--- config.mk ---
export PLATFORM = sky130hd
export DESIGN_NAME = button_event_decoder_flat
export DESIGN_NICKNAME = d
export VERILOG_FILES = /design/src/rtl/button_event_decoder_if.sv /design/src/rtl/button_event_decoder.sv /design/src/flat_wrapper.sv
export SDC_FILE = /design/constraint.sdc
export NUM_CORES = 1
export LEC_CHECK = 0
export ABC_CLOCK_PERIOD_IN_PS = 2740
export CORE_ASPECT_RATIO = 1.75
export CORE_MARGIN = 5
export CORE_UTILIZATION = 30
export CTS_BUF_LIST = sky130_fd_sc_hd__clkbuf_8
export DETAILED_ROUTE_END_ITERATION = 7
export GPL_TIMING_DRIVEN = 0
export PLACE_DENSITY = 0.55
export SYNTH_ARGS = -nofsm -noshare
export SYNTH_HDL_FRONTEND = slang
export SYNTH_SLANG_ARGS = --single-unit
--- constraint.sdc ---
create_clock -name clk -period 2.74 [get_ports clk]
set_input_delay 0.822 -clock clk [delete_from_list [all_inputs] [get_ports clk]]
set_output_delay 0.822 -clock clk [all_outputs]
set_load 0.02 [all_outputs]
--- src/rtl/button_event_decoder_if.sv ---
// Button event bus: debounced level in, single-cycle user events and held flag out.
interface button_event_decoder_if;
    logic btn_level;
    logic press_pulse;
    logic release_pulse;
    logic click_pulse;
    logic long_pulse;
    logic repeat_pulse;
    logic held;

    modport master (
        output btn_level,
        input  press_pulse, release_pulse, click_pulse, long_pulse, repeat_pulse, held
    );

    modport slave (
        input  btn_level,
        output press_pulse, release_pulse, click_pulse, long_pulse, repeat_pulse, held
    );
endinterface

--- src/rtl/button_event_decoder.sv ---
// Turns a debounced active-low button level into press/release/click/long/repeat
// single-cycle events plus a held flag; all outputs are registered.
module button_event_decoder #(
    parameter int LONG_CYCLES   = 50_000_000,
    parameter int REPEAT_CYCLES = 10_000_000
) (
    input  logic                   clk,
    input  logic                   rst,
    button_event_decoder_if.slave  bus
);

    localparam int MAX_CYCLES = (LONG_CYCLES > REPEAT_CYCLES) ? LONG_CYCLES : REPEAT_CYCLES;
    localparam int CNT_W      = $clog2(MAX_CYCLES);
    localparam logic [CNT_W-1:0] LONG_LAST   = CNT_W'(LONG_CYCLES - 1);
    localparam logic [CNT_W-1:0] REPEAT_LAST = CNT_W'(REPEAT_CYCLES - 1);

    typedef enum logic [1:0] {
        IDLE      = 2'd0,
        PRESSED   = 2'd1,
        LONG_HELD = 2'd2
    } state_t;

    logic             r_btn_s_p0;
    state_t           r_state;
    logic [CNT_W-1:0] r_cnt;
    logic             r_press_p1;
    logic             r_release_p1;
    logic             r_click_p1;
    logic             r_long_p1;
    logic             r_repeat_p1;
    logic             r_held_p1;

    state_t           w_state_nxt;
    logic [CNT_W-1:0] w_cnt_nxt;
    logic             w_press;
    logic             w_release;
    logic             w_click;
    logic             w_long;
    logic             w_repeat;

    // Stage p0: input register; reset to released so a button held through reset reads as a new press
    always_ff @(posedge clk or posedge rst) begin
        if (rst) begin
            r_btn_s_p0 <= 1'b1;
        end else begin
            r_btn_s_p0 <= bus.btn_level;
        end
    end

    // Stage p1: FSM decode; a release always beats a threshold hit in the same cycle
    always_comb begin
        w_state_nxt = r_state;
        w_cnt_nxt   = r_cnt;
        w_press     = 1'b0;
        w_release   = 1'b0;
        w_click     = 1'b0;
        w_long      = 1'b0;
        w_repeat    = 1'b0;
        case (r_state)
            IDLE: begin
                if (!r_btn_s_p0) begin
                    w_state_nxt = PRESSED;
                    w_cnt_nxt   = '0;
                    w_press     = 1'b1;
                end
            end
            PRESSED: begin
                if (r_btn_s_p0) begin
                    w_state_nxt = IDLE;
                    w_release   = 1'b1;
                    w_click     = 1'b1;
                end else if (r_cnt == LONG_LAST) begin
                    w_state_nxt = LONG_HELD;
                    w_cnt_nxt   = '0;
                    w_long      = 1'b1;
                end else begin
                    w_cnt_nxt   = r_cnt + CNT_W'(1);
                end
            end
            LONG_HELD: begin
                if (r_btn_s_p0) begin
                    w_state_nxt = IDLE;
                    w_release   = 1'b1;
                end else if (r_cnt == REPEAT_LAST) begin
                    w_cnt_nxt   = '0;
                    w_repeat    = 1'b1;
                end else begin
                    w_cnt_nxt   = r_cnt + CNT_W'(1);
                end
            end
            default: begin
                w_state_nxt = IDLE;
                w_cnt_nxt   = '0;
            end
        endcase
    end

    always_ff @(posedge clk or posedge rst) begin
        if (rst) begin
            r_state      <= IDLE;
            r_cnt        <= '0;
            r_press_p1   <= 1'b0;
            r_release_p1 <= 1'b0;
            r_click_p1   <= 1'b0;
            r_long_p1    <= 1'b0;
            r_repeat_p1  <= 1'b0;
            r_held_p1    <= 1'b0;
        end else begin
            r_state      <= w_state_nxt;
            r_cnt        <= w_cnt_nxt;
            r_press_p1   <= w_press;
            r_release_p1 <= w_release;
            r_click_p1   <= w_click;
            r_long_p1    <= w_long;
            r_repeat_p1  <= w_repeat;
            r_held_p1    <= (w_state_nxt != IDLE);
        end
    end

    assign bus.press_pulse   = r_press_p1;
    assign bus.release_pulse = r_release_p1;
    assign bus.click_pulse   = r_click_p1;
    assign bus.long_pulse    = r_long_p1;
    assign bus.repeat_pulse  = r_repeat_p1;
    assign bus.held          = r_held_p1;

endmodule

--- src/flat_wrapper.sv ---
// flat-port wrapper written by rule: the top's interface ports become plain ports
module button_event_decoder_flat 
#(
    parameter int LONG_CYCLES   = 50_000_000,
    parameter int REPEAT_CYCLES = 10_000_000
)
  (clk, rst, bus_btn_level, bus_press_pulse, bus_release_pulse, bus_click_pulse, bus_long_pulse, bus_repeat_pulse, bus_held);
  button_event_decoder_if bus_i ();
  input  logic clk;
  input  logic rst;
  input wire logic [$bits(bus_i.btn_level)-1:0] bus_btn_level;
  output wire logic [$bits(bus_i.press_pulse)-1:0] bus_press_pulse;
  output wire logic [$bits(bus_i.release_pulse)-1:0] bus_release_pulse;
  output wire logic [$bits(bus_i.click_pulse)-1:0] bus_click_pulse;
  output wire logic [$bits(bus_i.long_pulse)-1:0] bus_long_pulse;
  output wire logic [$bits(bus_i.repeat_pulse)-1:0] bus_repeat_pulse;
  output wire logic [$bits(bus_i.held)-1:0] bus_held;
  assign bus_i.btn_level = bus_btn_level;
  assign bus_press_pulse = bus_i.press_pulse;
  assign bus_release_pulse = bus_i.release_pulse;
  assign bus_click_pulse = bus_i.click_pulse;
  assign bus_long_pulse = bus_i.long_pulse;
  assign bus_repeat_pulse = bus_i.repeat_pulse;
  assign bus_held = bus_i.held;
  button_event_decoder #(.LONG_CYCLES(LONG_CYCLES), .REPEAT_CYCLES(REPEAT_CYCLES)) u_core (.clk(clk), .rst(rst), .bus(bus_i));
endmodule
# After elaboration in Yosys (flattened, before gate mapping)
# Index checks and enable logic that the tools add are counted.
# totals
output_inout_bits	6
input_bits	3
register_bits	35
wordCells	43
# op_classes
n_mux	22
n_eq_ne	7
add_sub_neg	1
n_reduce_logical	4
# ops
operator	count
26-bit 2-to-1 mux	5
26-bit case mux with 3 select lines	1
26-bit by 1-bit adder with 26-bit output (second input constant)	1
26-bit by 24-bit equality test with 1-bit output (second input constant)	1
26-bit equality test (second input constant)	1
1-bit 2-to-1 mux	11
2-bit 2-to-1 mux	4
2-bit inequality test (second input constant)	3
2-bit case mux with 3 select lines	1
3-bit AND reduction	1
2-bit by 1-bit equality test with 1-bit output (second input constant)	1
2-bit equality test (second input constant)	1
2-bit logical NOT	1
2-bit nonzero test	1
2-bit OR reduction	1

# Logic depth before layout (Yosys ltp)
# logic_depth
word_depth	5
mapped_depth	8
mapped_depth_nobuf	7

# Worst setup path before layout
# OpenSTA, ideal clock, no wires.
# synth_path
path_kind	reg2reg
start	reg u_core.r_state[0]
end	reg u_core.r_cnt[17]
slack_ns	0.442
path_stages_with_launch	9
arrival_time_ns	2.161
n_path_buf	1
setup_ns	0.137
synth_period_minus_slack_ns	2.298
required_time_ns	2.603
cell_sequence	dfrtp_1 inv_1 ha_1 o31a_1 clkbuf_1 nor4_2 nand4_1 xnor2_1 nor2_1
# synth_via
elab_chain_cells	3
word_cells_on_any_way	8
classes_between	eq/ne: 5; mux: 1; reduce/logical: 2
# synth_rtl
item	line_no	text
start, declared	button_event_decoder.sv:24	state_t r_state;
start signal, assigned	button_event_decoder.sv:109	r_state <= w_state_nxt;
2-bit equality test, or another cell as far along	button_event_decoder.sv:59	case (r_state)
2-bit inequality test (no line)	n/a	
3-bit AND reduction (no line)	n/a	
end signal, assigned	button_event_decoder.sv:110	r_cnt <= w_cnt_nxt;
end, declared	button_event_decoder.sv:25	logic [CNT_W-1:0] r_cnt;
# Several ways; a longest one is shown, not always the timed one.
# A chain may end at the register's enable or synchronous reset.

# Worst setup path in the final report
# layout_path
start	reg u_core.r_cnt[17]
end	reg u_core.r_cnt[8]
# layout_via
elab_chain_cells	4
word_cells_on_any_way	7
classes_between	eq/ne: 2; mux: 5
# layout_rtl
item	line_no
26-bit by 24-bit equality test with 1-bit output or 26-bit equality test (tied branches)	button_event_decoder.sv:84, button_event_decoder.sv:72
26-bit 2-to-1 mux, on equally long branches	button_event_decoder.sv:84, button_event_decoder.sv:72
26-bit 2-to-1 mux, on equally long branches	button_event_decoder.sv:81, button_event_decoder.sv:68
26-bit case mux with 3 select lines *	button_event_decoder.sv:59
# Every way passes the cells marked *; elsewhere a longest branch is shown, timed or not. The select of a mux whose other input is x is not followed.

==> flow_summary.toml <==
[route]
viasPerCell = 5.083
drc = 0
dr.pass1.iters = 4
ant_nets = 0
dr.first_iter.drc_count = 83
routed-via-count = 1469
drt_wl_total_um = 4087
wl_per_cell_um = 14.14

[placement]
place_congestion = 0.8321
place_hpwl_um = 2884
port-buffer-count = 8

[synthesis]
postSynth.asyncResetShare = 1.000
synth_edf_count = 0
ys_top_cells_by_area = "dfrtp_1 (45%), xor2_1 (6.9%), nand2_1 (4.1%), nor2_1 (4.1%), nand3_1 (3.7%)"
syn_nets = 201
synth_seq_cells = 35
synth_top_family_by_area = "simple AND/OR/NAND/NOR gates"
synth_xor_area_frac = 0.08289
yosysSeqAreaShare = 0.4612
synth_top_cell_by_area = "dfrtp_1"
synthAdderAreaFrac = 0.03289
synthTopCellsByCount = "dfrtp_1 (34), nand2_1 (21), nor2_1 (21), xor2_1 (15), nand3_1 (14)"
synth_cell_type_count = 42
synth_most_common_cell = "dfrtp_1"
synth_area_per_cell_um2 = 9.854
syn_inst = 193
syn-cell-area_mm2 = 0.001902
muxShareOfSynthArea = 0.005263
yosys_warnings = 0
synthSimpleGateAreaFrac = 0.2901
synth_top_area_share = 0.4474
synth_compound_area_frac = 0.1000
synth-main-ff-cell = "dfrtp_1"

[finish]
finalNetCount = 216
drive_above_1_share = 0.08134
syn2layout_area_growth_pct = 16.58
diodes = 0
n_fill_cell = 639

[sta]
min_period_over_period = 0.9289
tightest_slew_ns = 0.9551
setup_violations = 0
slew_viol_final = 0
fmax_mhz = 392.9
whs_ns = 0.5698
min_period_ns = 2.545
slew_headroom = 0.3574
fin_setup_tns_ns = 0
rsz0062_at_grt = "no"
skew_ns = 0.008946
hold_viol_final = 0

[worst_setup_path]
cp_max_fo = 10
worst_setup_path_end_kind = "flop"
cp.depth = 6
cp_top_family = "simple AND/OR/NAND/NOR gates"
cp_slowest_stage_delay_ns = 0.67
worstSetupPathType = "reg -> reg"
crit_buf_inv = 1
crit_required_ns = 2.92
r2r_cells = 6
worst_path_max_delay_cell = "or4b_2"
startpoint_type = "flop"
arrival_ns = 2.72
crit_chain = "or4b_2, nor3_1, a21oi_1, a311oi_4, buf_6, nor2_1"

[hold_path]
min_path_cells = 2
hold_class = "reg -> reg"

[cts]
numCtsBuffers = 5
cts_max_path_buffers = 2
clk_latency_ns = 0.29
cts.sinks = 35
cts_tree = "yes"
cts_post_setup_buffers_inserted = 0
path_clk_slew_ns = 0.07
cts-root-buf = "clkbuf_8"
hold_buffers = 0
h-tree-depth = 2

[flow_run]
maxCapViolCount = 0

[floorplan]
die_area_mm2 = 0.008094
die_h_um = 115.3
dieWidth_um = 70.19
io-pin-count = 9
start_util = 0.3077
fp.coreArea_mm2 = 0.006181
num_rows = 38

[power]
p_leak_nw = 0.9020
power-per-cell-area_mw_per_mm2 = 646.5
vdd.ir_drop.worst_mv = 0.1811
power_mw = 1.433

[global_routing]
grt_pass1_vias = 1496
grt_pass1_wl_um = 7113
grt_overflow_total = 0
track_usage = 0.1109
grt_max_degree = 36
antenna_found_initial = 0

[run_status]
outcome = "finished, final reports clean"
[path summary, 6_finish.rpt]
path                                   from  slack (ns)               end
setup / recovery           u_core.r_cnt[17]        0.19   u_core.r_cnt[8]
hold / removal              u_core.r_cnt[5]        0.57   u_core.r_cnt[5]
setup reg to reg           u_core.r_cnt[17]        0.19   u_core.r_cnt[8]
hold reg to reg             u_core.r_cnt[5]        0.57   u_core.r_cnt[5]
max in group asynchronous               rst        1.28   u_core.r_cnt[7]
min in group asynchronous               rst        0.97  u_core.r_cnt[20]
[registers in the layout (all words and copies together), names as in the netlist]
signal                    count
u_core.r_cnt                 26
u_core.r_state                2
u_core.bus.click_pulse        1
u_core.bus.held               1
u_core.bus.long_pulse         1
u_core.bus.press_pulse        1
u_core.bus.release_pulse      1
u_core.bus.repeat_pulse       1
u_core.r_btn_s_p0             1
[kinds of logic (layout without fill, tap and decap cells)]
family / count (synthesis) / after routing
simple gates: 98 / 98
flops: 35 / 35
compound gates: 24 / 24
xor+xnor: 18 / 18
buf+inv: 12 / 28
fa+ha+maj: 5 / 5
mux: 1 / 1
[metal layers]
| layer | GRT usage | share of wire | vias to the layer above |
|---|---|---|---|
| li1 | - | - | 718 |
| met1 | 0.1124 | 0.40 | 715 |
| met2 | 0.2116 | 0.55 | 28 |
| met3 | 0.02362 | 0.029 | 8 |
| met4 | 0.05371 | 0.023 | 0 |
| met5 | 0 | 0 | - |
[layout by cell type (no fill, tap or decap), types with 2 or more instances in the layout]
master           instances
clkbuf_1                 4
ha_1                     5
and2_1                   3
and4_1                   2
o211ai_1                 6
or3_1                    2
and3_1                   6
dfrtp_1                 34
clkbuf_8                 6
a21oi_1                  2
nor4_4                   2
nand2b_1                 2
nor3_1                   6
a21boi_1                 2
nand4_1                  9
nand3_1                 14
nor4bb_1                 2
o31a_1                   2
inv_1                    5
xor2_1                  15
o311ai_0                 2
and4b_1                  2
o21ai_0                  3
nor2_1                  21
xnor2_1                  3
clkdlybuf4s50_1          8
nand2_1                 21
[stage by stage]
step / util / setup WS (ns) / instances / cell area, um^2
CTS: 0.3573 / 0.01385 / 289 / 2208
global placement: 0.3368 / -0.04483 / 281 / 2082
finish: 0.3587 / 0.1948 / 289 / 2217
floorplan: - / 0.4420 / 193 / 1902
global route: 0.3587 / 0.02277 / 289 / 2217
detailed placement: 0.3368 / -0.08034 / 281 / 2082
[power by group]
group	leakage, nW	switching, mW	total [mW]	internal (mW)
logic	0.362	0.234	0.361	0.127
clock network	0.0612	0.193	0.487	0.294
registers	0.478	0.0310	0.585	0.554
[tightest hold or removal path: stages (launching register included)]
cell and delay [ns]:
dfrtp_1 0.42, nand2_1 0.07, nand2_1 0.05
[final cells by class]
type	count	area, um^2	share of cell area
Clock inverter	2	35.03	0.01580
Timing Repair Buffer	8	80.08	0.03612
Clock buffer	6	82.58	0.03725
Multi-Input combinational cell	146	989.7	0.4464
Sequential cell	35	877.1	0.3956
Tap cell	80	100.1	0.04515
Inverter	6	22.52	0.01016
Buffer	6	30.03	0.01354
[what timing repair did]
action / in CTS / in global routing
pin swaps: 0 / 2
hold endpoints to repair: 0 / 0
endpoints found under the setup margin: 8 / 21
gates cloned: 0 / 0
gates resized for setup: 1 / 2
No activity file was read; power rests on OpenSTA's default activity.
